**src/rtl/decode_imm_ctrl.sv**
```systemverilog
// decode_imm_ctrl: IF/ID controller with a 2-entry skid buffer, an immediate
// generator on the head entry, and a saturating counter of consumed illegal
// instructions.

// imm_Gen: classifies an instruction by opcode and builds its immediate.
// Formats R and illegal produce a zero immediate.
module imm_Gen (
  input  logic [31:0] inst,
  output logic [31:0] imm,
  output logic [2:0]  fmt
);

  // Opcode classification; malformed low bits force the illegal class
  always_comb begin
    fmt = 3'd7;
    if (inst[1:0] == 2'b11) begin
      case (inst[6:0])
        7'b0110011: fmt = 3'd0;
        7'b0000011,
        7'b0010011,
        7'b1100111,
        7'b1110011: fmt = 3'd1;
        7'b0100011: fmt = 3'd2;
        7'b1100011: fmt = 3'd3;
        7'b0110111,
        7'b0010111: fmt = 3'd4;
        7'b1101111: fmt = 3'd5;
        default:    fmt = 3'd7;
      endcase
    end
  end

  // Immediate assembly per format, sign-extended from bit 31 where applicable
  always_comb begin
    imm = 32'd0;
    case (fmt)
      3'd1: imm = {{20{inst[31]}}, inst[31:20]};
      3'd2: imm = {{20{inst[31]}}, inst[31:25], inst[11:7]};
      3'd3: imm = {{19{inst[31]}}, inst[31], inst[7], inst[30:25], inst[11:8], 1'b0};
      3'd4: imm = {inst[31:12], 12'd0};
      3'd5: imm = {{11{inst[31]}}, inst[31], inst[19:12], inst[20], inst[30:21], 1'b0};
      default: imm = 32'd0;
    endcase
  end

endmodule

module decode_imm_ctrl #(
  parameter int XLEN  = 32,
  parameter int CNT_W = 8
) (
  input  logic             clk,
  input  logic             reset,
  input  logic             if_valid,
  output logic             if_ready,
  input  logic [31:0]      if_inst,
  input  logic [XLEN-1:0]  if_pc,
  input  logic             flush,
  output logic             id_valid,
  input  logic             id_ready,
  output logic [31:0]      id_inst,
  output logic [XLEN-1:0]  id_pc,
  output logic [31:0]      id_imm,
  output logic [2:0]       id_fmt,
  output logic             id_illegal,
  output logic [CNT_W-1:0] illegal_cnt
);

  typedef enum logic [1:0] {
    EMPTY = 2'd0,
    HALF  = 2'd1,
    FULL  = 2'd2
  } state_t;

  state_t          state_q;
  state_t          state_d;
  logic            ready_en;
  logic            accept;
  logic            consume;
  logic            load_head_new;
  logic            load_head_skid;
  logic            load_skid;
  logic [31:0]     head_inst;
  logic [XLEN-1:0] head_pc;
  logic [31:0]     skid_inst;
  logic [XLEN-1:0] skid_pc;

  // ready_en keeps if_ready low until the first clock edge after reset release
  assign if_ready   = ready_en && (state_q != FULL) && !flush;
  assign id_valid   = (state_q != EMPTY);
  assign accept     = if_valid && if_ready;
  assign consume    = id_valid && id_ready;
  assign id_inst    = head_inst;
  assign id_pc      = head_pc;
  assign id_illegal = id_valid && (id_fmt == 3'd7);

  imm_Gen imm_gen_i (
    .inst (head_inst),
    .imm  (id_imm),
    .fmt  (id_fmt)
  );

  // Enables acceptance one clock after reset is released
  always_ff @(posedge clk or posedge reset) begin
    if (reset) ready_en <= 1'b0;
    else       ready_en <= 1'b1;
  end

  // State register tracking the number of buffered entries
  always_ff @(posedge clk or posedge reset) begin
    if (reset) state_q <= EMPTY;
    else       state_q <= state_d;
  end

  // Next-state and buffer load control; flush overrides every transition
  always_comb begin
    state_d        = state_q;
    load_head_new  = 1'b0;
    load_head_skid = 1'b0;
    load_skid      = 1'b0;
    if (flush) begin
      state_d = EMPTY;
    end else begin
      case (state_q)
        EMPTY: begin
          if (accept) begin
            state_d       = HALF;
            load_head_new = 1'b1;
          end
        end
        HALF: begin
          if (accept && consume) begin
            load_head_new = 1'b1;
          end else if (accept) begin
            state_d   = FULL;
            load_skid = 1'b1;
          end else if (consume) begin
            state_d = EMPTY;
          end
        end
        FULL: begin
          if (consume) begin
            state_d        = HALF;
            load_head_skid = 1'b1;
          end
        end
        default: state_d = EMPTY;
      endcase
    end
  end

  // Head and skid data registers; skid only moves to head when head leaves
  always_ff @(posedge clk or posedge reset) begin
    if (reset) begin
      head_inst <= 32'd0;
      head_pc   <= '0;
      skid_inst <= 32'd0;
      skid_pc   <= '0;
    end else begin
      if (load_head_new) begin
        head_inst <= if_inst;
        head_pc   <= if_pc;
      end else if (load_head_skid) begin
        head_inst <= skid_inst;
        head_pc   <= skid_pc;
      end
      if (load_skid) begin
        skid_inst <= if_inst;
        skid_pc   <= if_pc;
      end
    end
  end

  // Saturating count of illegal instructions actually consumed by execute
  always_ff @(posedge clk or posedge reset) begin
    if (reset) begin
      illegal_cnt <= '0;
    end else if (consume && id_illegal && (illegal_cnt != {CNT_W{1'b1}})) begin
      illegal_cnt <= illegal_cnt + 1'b1;
    end
  end

endmodule

```
**config.mk**
```make
export PLATFORM = sky130hd
export DESIGN_NAME = decode_imm_ctrl
export DESIGN_NICKNAME = d
export VERILOG_FILES = /design/src/rtl/decode_imm_ctrl.sv
export SDC_FILE = /design/constraint.sdc
export NUM_CORES = 1
export LEC_CHECK = 0
export ABC_AREA = 1
export CELL_PAD_IN_SITES_DETAIL_PLACEMENT = 0
export CELL_PAD_IN_SITES_GLOBAL_PLACEMENT = 1
export CORE_AREA = 2 2 131 133
export DETAILED_ROUTE_END_ITERATION = 7
export DIE_AREA = 0 0 133 135
export DONT_BUFFER_PORTS = 1
export GPL_TIMING_DRIVEN = 0
export PLACE_DENSITY = 0.69
export SETUP_SLACK_MARGIN = 0.4
export SLEW_MARGIN = 15
export SYNTH_ARGS = -nofsm -noshare
export SYNTH_HDL_FRONTEND = slang
export SYNTH_HIERARCHICAL = 1
export SYNTH_SLANG_ARGS = --single-unit
```
**constraint.sdc**
```tcl
create_clock -name clk -period 5.41 [get_ports clk]
set_input_delay 1.082 -clock clk [delete_from_list [all_inputs] [get_ports clk]]
set_output_delay 1.082 -clock clk [all_outputs]
set_load 0.02 [all_outputs]
```
==> metrics, run 1 <==
outcome finished, final reports clean; Flop pwr share 0.494; First-pass DRT Iterations 5; PwrDens 454 nW/um^2; Avg Cell Area, Syn 8.16 sq um; final std cells w/o fill 1091; maxcap violations 0; Hold Path Class flip-flop to flip-flop; Clk pwr share 0.363; Yosys warnings 6; Leakage 4.15 nW; worst r2r dst illegal_cnt[2]; H-tree Lvls 4; RSZ-0062 raised after global routing false; ratio of cells with drive above 1 in the final layout 0.113; ys async rst share 1.00; Layout area overhead 14.1%; FF-to-FF Start id_inst[1]; worst r2r path cells 14; DP HPWL 13.5 mm; post-layout min period 3870 ps; delay-heaviest family, CP simple AND/OR/NAND/NOR gates; CTS tree done; first-pass GRT wire length 30.4 mm; All-Layer GR Usage 0.216; required time of the critical path 4330 ps; syn_nets 908; largest net degree at the start of global routing 99; Sw Share 0.337; Hold Path End skid_inst[22]; Clock transition at path regs 60 ps; CP Launch Type flip-flop; clock buffer depth 2; Layout Nets 928; antenna cells 0; Placed Cells incl. Taps 1059; initial antenna violation count 0; final worst path period share 0.715; kind of critical path flip-flop to output port; worst-path fanout max 10; die width 133 um; worst stage delay on the critical path 470 ps; total CTS buffers 17; Clock Tree Root clkbuf_16; Synth Flop Type dfrtp_1; Peak VDD IR 0.000237 V; Iter 0 DRT Violations 313; CP max-delay cell dfrtp_1; number of core rows 47; commonest cells after routing, fill and taps aside 354 x nand2_1, 139 x dfrtp_1, 103 x nand3_1; Die Y 135 um; Synth Instances 838; DR WL/cell 17.1 um; CP endpoint kind output port; Routed Antenna Nets 0; actual slew at the worst max-slew pin 706 ps; Sink Count 139; crit path cell chain nand2_1 -> inv_1 -> nand2_1 -> inv_1 -> buf_4 -> nand3_1 -> nand3_1 -> nand2_1 -> nand3_1 -> nor2_1; Yosys cell types 32; CP arrival 2780 ps; Slew HR 0.524; Core Footprint 16400 sq um; final core occ 0.476; Post-CTS Hold Buffers 0; drt drc 0; final wirelength 18.6 mm; Resized cells post-CTS 0; Sw Pwr 1.19 mW; Final Hold Viols 0; cell depth of the worst hold path 2; Seq/Total Area, Yosys 0.509; Vias/cell 5.25; Final GP Congestion 0.877; most common cell after layout, fill and taps aside nand2_1; Clock Latency Late Sink 420 ps; setup bufs post-CTS 0; Post-Syn Area 6840 sq um; GRT overflow 0; Final setup violation count 0; vias in the first global route 5613; number of flops mapped to enable cells by yosys 0; Slew Limit Fails 0; FF-to-FF setup slack 2690 ps; WHS 471 ps; I/O pins 179; WP buf/inv 3; initial core utilization 0.417; Hold Startpoint skid_inst[22]; clock skew 7.98 ps; Comb power frac 0.144; via count 5733; Fmax 259 MHz; Pint 2.35 mW; Seq cells post-synth 139; IO buf count 0; die footprint 18000 sq um; critical path startpoint id_inst[1]
==> metrics by stage <==
| step | setup TNS, ps | setup WS, ps | power [mW] | instance area (sq um) |
|---|---|---|---|---|
| after floorplan | 0 | 603 | 2.10 | 6840 |
| after global placement | -126570 | -920 | 2.24 | 7110 |
| after detailed placement | 0 | 1990 | 2.28 | 7150 |
| after CTS | 0 | 1520 | 3.58 | 7800 |
| after global routing | 0 | 1270 | 3.74 | 7800 |
| final | 0 | 1540 | 3.54 | 7800 |
==> layout make-up <==
type                            instances  area, sq um
Clock inverter                         14          216
Tap cell                              220          275
Inverter                               45          176
Timing Repair Buffer                    1         27.5
Multi-Input combinational cell        604         2810
Fill cell                            1587         8600
Sequential cell                       139         3480
Buffer                                 50          380
Clock buffer                           18          439
==> worst max path at each step <==
| stage | to | slack [ps] | depth (start not counted) |
|---|---|---|---|
| 2_1_floorplan | id_inst[0] | 600 | 1 |
| 3_3_place_gp | id_inst[3] | -920 | 1 |
| 3_5_place_dp | id_illegal | 1990 | 10 |
| 4_1_cts | id_illegal | 1520 | 10 |
| 5_1_grt | id_illegal | 1270 | 10 |
| 6_report | id_illegal | 1540 | 10 |
==> cell families after synthesis <==
family	share of synthesized area
AND/OR/NAND/NOR	0.309
flip-flops	0.509
buffers and inverters	0.0803
AO/OA/AOI/OAI	0.0919
XOR/XNOR	0.00769
adder cells (fa/ha/maj)	0.00183
other	0.000549
==> tightest hold or removal path, cell delays in order (launching register included) <==
cell     delay [ps]
dfrtp_1         340
nand2_1          50
nand2_1          40
==> Yosys cell counts (2+ instances only) <==
cell	n	area (sq um)
xor2_1	4	35.0
a21oi_1	4	20.0
nand2_2	2	12.5
clkbuf_1	3	11.3
nand2_1	354	1330
nor2_1	37	139
nor2_4	2	22.5
buf_6	9	101
inv_1	41	154
buf_2	7	35.0
dfrtp_1	139	3480
nor2_2	2	12.5
a22oi_1	64	480
buf_4	30	225
inv_2	3	11.3
o21ai_2	2	17.5
o21ai_0	16	80.1
xnor2_1	2	17.5
nand3_1	103	515
nand3_4	2	35.0
==> power by group through the flow <==
stage | logic [mW] | registers (mW) | clock network, mW
floorplan | 0.416 | 1.68 | 0
global placement | 0.492 | 1.75 | 0
detailed placement | 0.515 | 1.76 | 0
CTS | 0.518 | 1.75 | 1.31
global route | 0.605 | 1.79 | 1.35
finish | 0.509 | 1.75 | 1.28
==> registers in the layout, indices dropped and copies added (netlist names) <==
signal	flops
id_pc	32
ready_en	1
state_q	2
skid_inst	32
id_inst	32
illegal_cnt	8
skid_pc	32
==> per-layer routing <==
metal	routed length [um]	GRT usage	vias to the layer above
met5	0	0	-
met4	388	0.0795	0
met3	1510	0.0702	28
met2	8920	0.352	182
met1	7810	0.269	2762
li1	-	-	2761
Note: power is estimated with default switching activity, not from simulation.
==> run 2, diff against run 1 <==
==> constraint.sdc (replaced) <==
create_clock -name clk -period 3.7 [get_ports clk]
set_input_delay 0.74 -clock clk [delete_from_list [all_inputs] [get_ports clk]]
set_output_delay 0.74 -clock clk [all_outputs]
set_load 0.02 [all_outputs]
==> metrics, run 2 (synthesis results as in run 1) <==
actual slew at the worst max-slew pin 693 ps (-13.1 ps); crit path cell chain nand2_1 -> inv_1 -> nand2_2 -> inv_1 -> buf_4 -> nand3_1 -> nand3_1 -> nand2_2 -> nand3_4 -> nor2_4; final worst path period share 0.826; Hold Path Class primary input to async pin; Peak VDD IR 0.000329 V (+39%); CP endpoint kind output port; Fillers 1633 (+2.9%); worst-path fanout max 10 (unchanged); largest net degree at the start of global routing 36 (-64%); Slew HR 0.533 (+0.00886); Post-CTS Hold Buffers 0 (unchanged); DP HPWL 13.7 mm (+1.8%); Slew Limit Fails 0 (unchanged); I/O pins 179 (unchanged); Clock transition at path regs 60 ps (about the same); final std cells w/o fill 1095 (+0.37%); ratio of cells with drive above 1 in the final layout 0.126 (+0.0132); All-Layer GR Usage 0.216 (+0.000861); GRT overflow 0 (unchanged); CP Launch Type flip-flop; dpl cell area 7240 sq um (+1.3%); die footprint 18000 sq um (unchanged); final wirelength 18.8 mm (+0.92%); RSZ-0062 raised after global routing false; die width 133 um (unchanged); IO buf count 0 (unchanged); clock skew 7.03 ps (-0.947 ps); Leakage 4.16 nW (+0.27%); Layout area overhead 14.7%; Clock Tree Root clkbuf_16; required time of the critical path 2960 ps (-1370 ps); H-tree Lvls 4 (unchanged); worst stage delay on the critical path 470 ps (about the same); setup TNS 0 ps (unchanged); Placed Cells incl. Taps 1063 (+0.38%); Final setup violation count 0 (unchanged); Die Y 135 um (unchanged); WHS 200 ps (-271 ps); post-layout min period 3060 ps; Comb power frac 0.155 (+0.011); most common cell after layout, fill and taps aside nand2_1; Final GP Congestion 0.873 (-0.46%); Final Instance Area 7840 sq um (+0.53%); kind of critical path flip-flop to output port; DR WL/cell 17.2 um (+0.55%); Core Footprint 16400 sq um (unchanged); final core occ 0.478 (+0.00252); Final Hold Viols 0 (unchanged); CTS tree done; clock buffer depth 2 (unchanged); drt drc 0 (unchanged); number of core rows 47 (unchanged); FF-to-FF setup slack 1220 ps (-1470 ps); Pint 3.16 mW (+35%); initial core utilization 0.417 (unchanged); worst r2r dst illegal_cnt[0]; vias in the first global route 5629 (+0.29%); critical path startpoint id_inst[1]; FF-to-FF Start id_inst[1]; commonest cells after routing, fill and taps aside 351 x nand2_1, 138 x dfrtp_1, 101 x nand3_1; Vias/cell 5.16 (-1.9%); Flop pwr share 0.517 (+0.023); initial antenna violation count 0 (unchanged); Sw Share 0.359 (+0.0211); outcome finished, final reports clean; total CTS buffers 17 (unchanged); Iter 0 DRT Violations 297 (-5.1%); worst r2r path cells 13 (-1); Sink Count 139 (unchanged); Worst setup endpoint id_illegal; PwrDens 629 nW/um^2 (+39%); Routed Antenna Nets 0 (unchanged); Fmax 327 MHz; CP arrival 2320 ps (-460 ps); Clk pwr share 0.327 (-0.036); maxcap violations 0 (unchanged); setup bufs post-CTS 0 (unchanged); CP max-delay cell dfrtp_1; first-pass GRT wire length 30.4 mm (about the same); Layout Nets 932 (+0.43%); Sw Pwr 1.77 mW (+48%); First-pass DRT Iterations 5 (unchanged); antenna cells 0 (unchanged); via count 5645 (-1.5%); Clock Latency Late Sink 420 ps (about the same)
==> run 2: power by group through the flow <==
| stage | Combinational, mW | Sequential, mW | Clock (mW) |
|---|---|---|---|
| floorplan | 0.608 | 2.46 | 0 |
| finish | 0.767 | 2.55 | 1.61 |
| detailed placement | 0.764 | 2.57 | 0 |
| global placement | 0.720 | 2.56 | 0 |
| global route | 0.903 | 2.62 | 1.72 |
| CTS | 0.773 | 2.55 | 1.65 |
==> run 2: area by class of cell <==
| type | instances | area [sq um] | share of cell area |
|---|---|---|---|
| tap | 220 | 275 | 0.0351 |
| clock inverter | 15 | 144 | 0.0183 |
| buffer | 50 | 380 | 0.0485 |
| sequential | 139 | 3480 | 0.444 |
| clock buffer | 17 | 425 | 0.0542 |
| timing repair buffer | 5 | 123 | 0.0156 |
| multi-input combinational | 604 | 2840 | 0.363 |
| inverter | 45 | 173 | 0.0220 |
==> run 2: how the worst min path moves through the flow <==
stage          cells past startpoint     startpoint             end  slack [ps]
2_1_floorplan                      2   skid_inst[0]    skid_inst[0]         440
3_3_place_gp                       2  skid_inst[27]   skid_inst[27]         450
3_5_place_dp                       2    skid_pc[21]     skid_pc[21]         460
4_1_cts                            1          reset        ready_en         200
5_1_grt                            1          reset        ready_en         200
6_report                           1          reset  illegal_cnt[0]         200
==> run 2: critical path: cells and delay by family, from the launching register on <==
kind	cells	cell delay (ps)
simple gates	7	1050
buf+inv	3	370
flops	1	470
==> run 2: per-stage QoR <==
stage	power, mW	setup slack [ps]
2_1_floorplan	3.07	1100
3_3_place_gp	3.28	461
3_5_place_dp	3.34	632
4_1_cts	4.98	403
5_1_grt	5.24	428
6_report	4.93	643
==> run 2: timing repair <==
action / in CTS / in global routing
resized for setup: 3 / 7
pin swaps: 0 / 0
setup endpoints to repair: 1 / 1
==> run 2: per-layer routing <==
metal,GRT usage,wire length (um),up-vias
met3,0.0811,1560,17
met2,0.358,9050,161
li1,-,-,2768
met5,0,0,-
met4,0.0544,221,0
met1,0.270,7970,2699
==> run 3, diff against run 2 <==
--- a/config.mk
+++ b/config.mk
@@ -13,7 +13,7 @@
 export DIE_AREA = 0 0 133 135
 export DONT_BUFFER_PORTS = 1
 export GPL_TIMING_DRIVEN = 0
-export PLACE_DENSITY = 0.69
+export PLACE_DENSITY = 0.72
 export SETUP_SLACK_MARGIN = 0.4
 export SLEW_MARGIN = 15
 export SYNTH_ARGS = -nofsm -noshare
==> constraint.sdc (replaced) <==
create_clock -name clk -period 2.7 [get_ports clk]
set_input_delay 0.54 -clock clk [delete_from_list [all_inputs] [get_ports clk]]
set_output_delay 0.54 -clock clk [all_outputs]
set_load 0.02 [all_outputs]
==> metrics, run 3 (synthesis results as in run 1) <==
Hold Path Class primary input to flip-flop; required time of the critical path 2160 ps (-800 ps); post-layout min period 2590 ps; initial core utilization 0.417 (unchanged); First-pass DRT Iterations 5 (unchanged); Clock Latency Late Sink 420 ps (about the same); kind of critical path flip-flop to output port; most common cell after layout, fill and taps aside nand2_1; die width 133 um (unchanged); DR WL/cell 18.6 um (+8.0%); Layout Nets 960 (+3.0%); Clock Tree Root clkbuf_16; vias in the first global route 6082 (+8.0%); via count 5980 (+5.9%); Final Hold Viols 0 (unchanged); largest net degree at the start of global routing 37 (+2.8%); PwrDens 825 nW/um^2 (+31%); Comb power frac 0.170 (+0.015); Peak VDD IR 0.000505 V (+54%); RSZ-0062 raised after global routing true; DP HPWL 13.8 mm (+0.69%); Iter 0 DRT Violations 307 (+3.4%); I/O pins 179 (unchanged); outcome finished, final reports clean; Hold Startpoint if_pc[29]; maxcap violations 0 (unchanged); GRT overflow 0 (unchanged); All-Layer GR Usage 0.232 (+0.0154); final core occ 0.539 (+0.0610); critical path startpoint id_inst[6]; clock skew 7.14 ps (+0.111 ps); Pint 4.79 mW (+51%); Routed Antenna Nets 0 (unchanged); CP endpoint kind output port; CTS tree done; number of core rows 47 (unchanged); FF-to-FF Start id_inst[3]; Clk pwr share 0.344 (+0.017); die footprint 18000 sq um (unchanged); CP arrival 2050 ps (-270 ps); WHS 249 ps (+49.4 ps); total CTS buffers 17 (unchanged); IO buf count 0 (unchanged); H-tree Lvls 4 (unchanged); Flop pwr share 0.486 (-0.031); Slew HR 0.603 (+0.0696); Placed Cells incl. Taps 1062 (-0.094%); Slew Limit Fails 0 (unchanged); Layout area overhead 29.4%; worst-path fanout max 7 (-3); final wirelength 20.8 mm (+11%); Core Footprint 16400 sq um (unchanged); first-pass GRT wire length 32.5 mm (+6.8%); Vias/cell 5.33 (+3.3%); total power 7.30 mW (+48%); Fmax 386 MHz; Sink Count 139 (unchanged); drt drc 0 (unchanged); Final setup violation count 0 (unchanged); Die Y 135 um (unchanged); Leakage 4.70 nW (+13%); antenna cells 0 (unchanged); Sw Pwr 2.51 mW (+42%); final std cells w/o fill 1123 (+2.6%); final worst path period share 0.960; commonest cells after routing, fill and taps aside 323 x nand2_1, 132 x dfrtp_1, 78 x nand3_1; Sw Share 0.344 (-0.0141); initial antenna violation count 0 (unchanged); Final GP Congestion 0.893 (+2.3%); CP Launch Type flip-flop; actual slew at the worst max-slew pin 596 ps (-97.1 ps); ratio of cells with drive above 1 in the final layout 0.247 (+0.121); Clock transition at path regs 60 ps (about the same); clock buffer depth 2 (unchanged)
[run 3: changes by cell type in the layout (fill, tap and decap cells not counted), sizes merged]
cell         delta
clkinvlp        -1
clkbuf          +4
inv             -2
dlygate4sd3     +1
buf            +27
bufinv          +3
clkinv          -4
[run 3: cell type report]
class                   instances  area, sq um
inverters                      45          181
clock inverters                11          164
fillers                      1506         7560
repair buffers                 33          388
well taps                     220          275
multi-input cells             604         3450
clock buffers                  21          480
flip-flops and latches        139         3490
plain buffers                  50          423
[run 3: critical path, stage by stage, from the launching register on]
cell and delay (ps):
dfrtp_2 520, nand2_2 120, nand2_2 70, nand2_2 70, buf_6 130, o21ai_4 280, nand2_4 150, buf_8 200
nand3_4 90
[run 3: final timing paths]
kind / slack, ps / endpoint / depth (start not counted)
worst min-delay path: 250 / id_pc[29] / 2
max in group asynchronous: 1380 / skid_inst[2] / 4
worst max register to register: 520 / illegal_cnt[0] / 11
min in group asynchronous: 590 / illegal_cnt[6] / 2
worst min register to register: 470 / skid_pc[5] / 2
worst max-delay path: 110 / id_imm[17] / 8
[run 3: power by group through the flow]
stage	registers [mW]	logic [mW]	clock network [mW]
4_1_cts	3.52	1.18	2.56
3_3_place_gp	3.50	0.993	0
5_1_grt	3.62	1.43	2.66
6_report	3.54	1.24	2.51
3_5_place_dp	3.53	1.05	0
2_1_floorplan	3.37	0.842	0
[run 3: timing repair]
item,in CTS,in global routing
resized for setup,127,55
endpoints found under the hold margin,13,0
endpoints found under the setup margin,44,42
hold buffers,1,0
setup buffers,15,9
pin swaps,29,31
cloned,4,0
[run 3: metal layers]
metal	routed length [um]	vias to the layer above	part of all wire	GRT usage
met3	1830	26	0.088	0.0848
met1	8250	2913	0.40	0.279
met5	0	-	0	0
met2	10300	212	0.50	0.386
met4	437	0	0.021	0.0783
li1	-	2829	-	-
[run 3: per-stage QoR]
stage | setup WS (ps) | area [sq um] | TNS (ps)
2_1_floorplan | 424 | 6850 | 0
4_1_cts | 130 | 8520 | 0
5_1_grt | 24.9 | 8840 | 0
3_3_place_gp | -295 | 7130 | -39710
3_5_place_dp | -39.8 | 7210 | -144
6_report | 108 | 8840 | 0
